**config.mk**
```make
export PLATFORM = sky130hd
export DESIGN_NAME = serv_rf_ram_resp
export DESIGN_NICKNAME = d
export VERILOG_FILES = /design/src/rtl/serv_rf_ram_resp.sv
export SDC_FILE = /design/constraint.sdc
export NUM_CORES = 1
export LEC_CHECK = 0
export CAP_MARGIN = 15
export CORE_ASPECT_RATIO = 1.4
export CORE_MARGIN = 2
export CORE_UTILIZATION = 42
export CTS_CLUSTER_DIAMETER = 200
export DETAILED_ROUTE_END_ITERATION = 12
export GPL_TIMING_DRIVEN = 0
export PLACE_DENSITY_LB_ADDON = 0.05
export SYNTH_ARGS = -nofsm -noshare
export SYNTH_HDL_FRONTEND = slang
export SYNTH_SLANG_ARGS = --single-unit
```
**constraint.sdc**
```tcl
create_clock -name i_clk -period 4.9 [get_ports i_clk]
set_input_delay 0.49 -clock i_clk [delete_from_list [all_inputs] [get_ports i_clk]]
set_output_delay 0.49 -clock i_clk [all_outputs]
set_load 0.01 [all_outputs]
```
**src/rtl/serv_rf_ram_resp.sv**
```systemverilog
// serv_rf_ram_resp: parity-protected register-file RAM for SERV.
// Zero-fills after reset; 1-cycle reads with write-first bypass.
module serv_rf_ram_resp #(
  parameter int width    = 8,
  parameter int csr_regs = 4,
  parameter int raw      = $clog2(32+csr_regs),
  parameter int aw       = 5+raw-$clog2(width),
  parameter int depth    = (32+csr_regs)*32/width
) (
  input  logic             i_clk,
  input  logic             i_rst,
  input  logic [aw-1:0]    i_waddr,
  input  logic [width-1:0] i_wdata,
  input  logic             i_wen,
  input  logic [aw-1:0]    i_raddr,
  input  logic             i_ren,
  output logic [width-1:0] o_rdata,
  output logic             o_init_done,
  output logic             o_perr,
  output logic             o_perr_sticky,
  input  logic             i_perr_clr,
  input  logic             i_inj_perr
);

  typedef enum logic {INIT, RUN} state_t;

  localparam logic [aw-1:0] last = aw'(depth-1);
  localparam logic [aw:0]   lim  = (aw+1)'(depth);

  state_t          state;
  logic [aw-1:0]   cnt;
  logic [width:0]  mem [depth];
  logic [width:0]  word;
  logic            we;
  logic [aw-1:0]   wa;
  logic [width:0]  wd;
  logic            hit;
  logic            rd_ok;
  logic            perr_nxt;

  // Fill writes own the port in INIT; client writes only in RUN.
  always_comb begin
    we = 1'b0;
    wa = cnt;
    wd = '0;
    if (state == INIT) begin
      we = !i_rst;
    end else if (i_wen && ({1'b0, i_waddr} < lim)) begin
      we = 1'b1;
      wa = i_waddr;
      wd = {^i_wdata ^ i_inj_perr, i_wdata};
    end
  end

  always_ff @(posedge i_clk) begin
    if (we) mem[wa] <= wd;
  end

  assign word  = mem[i_raddr];
  assign hit   = i_wen && (i_raddr == i_waddr);
  assign rd_ok = {1'b0, i_raddr} < lim;

  assign perr_nxt = (state == RUN) && i_ren && !hit && rd_ok &&
                    (word[width] != ^word[width-1:0]);

  always_ff @(posedge i_clk or posedge i_rst) begin
    if (i_rst) begin
      state       <= INIT;
      cnt         <= '0;
      o_init_done <= 1'b0;
    end else if (state == INIT) begin
      if (cnt == last) begin
        state       <= RUN;
        o_init_done <= 1'b1;
      end else begin
        cnt <= cnt + 1'b1;
      end
    end
  end

  always_ff @(posedge i_clk or posedge i_rst) begin
    if (i_rst) begin
      o_rdata       <= '0;
      o_perr        <= 1'b0;
      o_perr_sticky <= 1'b0;
    end else begin
      o_perr <= perr_nxt;
      if (perr_nxt)
        o_perr_sticky <= 1'b1;
      else if (i_perr_clr)
        o_perr_sticky <= 1'b0;
      if (i_ren) begin
        if (state == INIT)
          o_rdata <= '0;
        else if (hit)
          o_rdata <= i_wdata;
        else
          o_rdata <= word[width-1:0];
      end
    end
  end

endmodule

```
==> metrics <==
Clock Skews=around 0.030 ns; Crit Path Category=in -> reg; Adder-Cell Fraction of Synth Area=less than 1%; top cells by count, synth=edfxtp_1, mux4_2, nor2_1, mux2i_1, nor3_1; Post-Route WL=185 mm; # nets final=approximately 2700; top cell type by total area after synthesis=edfxtp_1; DR iter-0 viols=~3900; yosys warns=0; xor-xnor portion of the synthesized cell area=less than 1%; synthesized flop and latch total=~1300; critical path launch point type=input pin; failing checks=negative setup slack; WP data required=between 5 and 6 ns; chip width=just over 300 µm; largest family of logic cells by synthesized area=multiplexers; io pins=just over 40; Reg power frac=roughly 52%; Worst VDD drop=about 0.36 mV; Hold Vio Cnt, Final=0; reg-to-reg slack, setup=0.72 ns; dpl ws=-0.750 ns; row cnt=~150; Comb power frac=under 10%; Slowest cell on crit path=o41ai_1; cell area power density=between 300 and 400 mW/mm²; final setup fails=1; post-synthesis mux area share=about 16%; worst setup slack after layout=-0.0538 ns; pin count of the biggest net entering global routing=between 80 and 90; P&R area growth vs syn=15.3%; Setup Buffers After CTS=0; post_cts resized=0; core area=0.123 mm²; worst-path fanout max=10; share of cells above drive strength 1=about a quarter; GRT Total Usage=between 20 and 30%; grt total ovfl=0; Leak=around 16 nW; post-synthesis compound-gate area fraction=between 2 and 2.5%; setup TNS=-0.0538 ns; status=complete, but fails checks; Worst-Skew Late Latency=0.77 ns; Async SR Flop Fraction=between 1.5 and 2%; max-cap check violation count=0; die area=0.127 mm²; Worst-path clk slew=roughly 0.07 ns; CTS H-tree lvls=4; hold slack=approximately 0.042 ns; Initial Util=a little over two fifths; CP Capture Type=flop; Post-synth EDFFs=1296; total CTS buffers=133; Hold Crit Class=in -> reg; worst-path cell chain=clkdlybuf4s50_1 -> clkbuf_1 -> nor2b_1 -> clkbuf_1 -> a22oi_1 -> nand3_1 -> o21ai_1 -> nor2_1 -> a21oi_1 -> o41ai_1 -> xnor2_1 -> xnor3_1 -> o32ai_2; maximum clock rate=0.202 GHz; initial antenna violation count=11; switch share=between 20 and 25%; max incr delay on CP=0.92 ns; first-pass GRT wire length=approximately 250 mm; Sink Count=around 1300; Total Power Consumption=0.0233 W; most numerous cell in the Yosys netlist=edfxtp_1; CTS tree=done; share of total power in the clock network=between 40% and 50%; Yosys top cell area share=74.8%; wire per inst=42.1 µm; data arrival time of the worst path=5.61 ns; Mapped Area=around 0.052 mm²; hpwl dp=between 100 and 150 mm; top post-synthesis cells by area=edfxtp_1, mux4_2, mux2i_1, nor2_1, dfrtp_1; I/O Buffers=34; vias=27673; minimum clock period=around 5 ns; sequential share of the synthesized area=between 70% and 80%; internal cell power=0.0183 W; Syn Area/Cell=21.4 µm²; Chip Height=421 µm; unrepaired setup endpoints after global routing=false; Synth Flop Type=edfxtp_1; cells after synthesis=around 2400; fill count=10207; Residual DRC=0; worst slew pin tran=approximately 1.4 ns; Mapped Nets=2468; Net Switching=around 0.005 W; drt first pass iters=6; hold buffers post-CTS=0; Simple-Gate Fraction of Synth Area=~2.9%; CTS root buffer=clkbuf_16; max_slew headroom=9.36%; Final period util=101%; Vias per Instance=about 6.3; Max Root-Sink Buffers=3; cell mode on critical path=clkbuf_1; number of global-route vias before repair=~28000; Slew Viols, Final=0; unique cell type count in the Yosys netlist=67; Detail Route Antenna Nets=0; GP Congestion=0.934
## through the flow
step	std cells	instance area [µm²]	util (%)
after CTS	4398	60000	48.8
after detailed placement	4163	55700	45.3
after global placement	4088	54400	44.3
after global routing	4401	60000	48.8
final	4403	60000	48.8
after floorplan	2437	52000	-
## power by group through the flow
stage               combinational (W)  clock [W]  sequential [W]
CTS                          0.000959     0.0103          0.0122
global placement             0.000953          0          0.0124
global route                 0.000970     0.0107          0.0122
finish                       0.000962     0.0102          0.0122
detailed placement           0.000956          0          0.0124
floorplan                    0.000480          0          0.0124
## flip-flops by register name, summed over array words and instances, names as in the netlist
| signal | cells |
|---|---|
| mem | 1296 |
| cnt | 8 |
| o_rdata | 8 |
| o_init_done | 1 |
| o_perr | 1 |
| o_perr_sticky | 1 |
| state | 1 |
## area by class of cell
class                           instances  area [µm²]  share of cell area [%]
Multi-Input combinational cell        965       11800                    19.6
Buffer                                137        1070                    1.79
Antenna cell                            2        5.00                 0.00834
Clock buffer                          170        3570                    5.96
Inverter                               19        71.3                   0.119
Sequential cell                      1316       39400                    65.7
Timing Repair Buffer                  112        1380                    2.29
Tap cell                             1617        2020                    3.37
Clock inverter                         65         702                    1.17
## cells in the final DEF (no fill, tap or decap), types with 27 or more instances in the layout
cell type / n
a21oi_1: 27
a22oi_1: 51
buf_2: 34
buf_4: 27
buf_6: 79
clkbuf_1: 71
clkbuf_16: 138
clkdlybuf4s50_1: 34
clkinv_1: 29
edfxtp_1: 1296
mux2i_1: 82
mux4_2: 318
nand2_1: 52
nor2_1: 138
nor3_2: 48
## cells by family after synthesis
| group | count (synthesis) |
|---|---|
| flops | 1316 |
| mux | 422 |
| simple gates | 333 |
| compound gates | 179 |
| buf+inv | 156 |
| xor+xnor | 30 |
| fa+ha+maj | 1 |
## worst max-delay path, delay by kind of cell
family | cells | cell delay, ns
simple gates | 3 | 0.63
compound gates | 5 | 1.80
xor+xnor | 2 | 0.55
buf+inv | 3 | 2.13
## layer usage
layer  vias up  track usage [%]  wire [µm]
met1     15186             37.5      69100
met2      1424             49.2      91500
met3       364             5.56      14700
met5         -                0         37
met4         6             14.4      10100
li1      10693                -          -
## final timing paths
kind / startpoint / endpoint / depth (start not counted)
max: i_raddr[3] / o_perr_sticky / 13
min: i_ren / o_rdata[2] / 2
max reg2reg: state / mem[15][7] / 7
min reg2reg: cnt[7] / cnt[7] / 1
max in group asynchronous: i_rst / cnt[4] / 2
min in group asynchronous: i_rst / cnt[0] / 2
(Power assumes the default switching activity.)
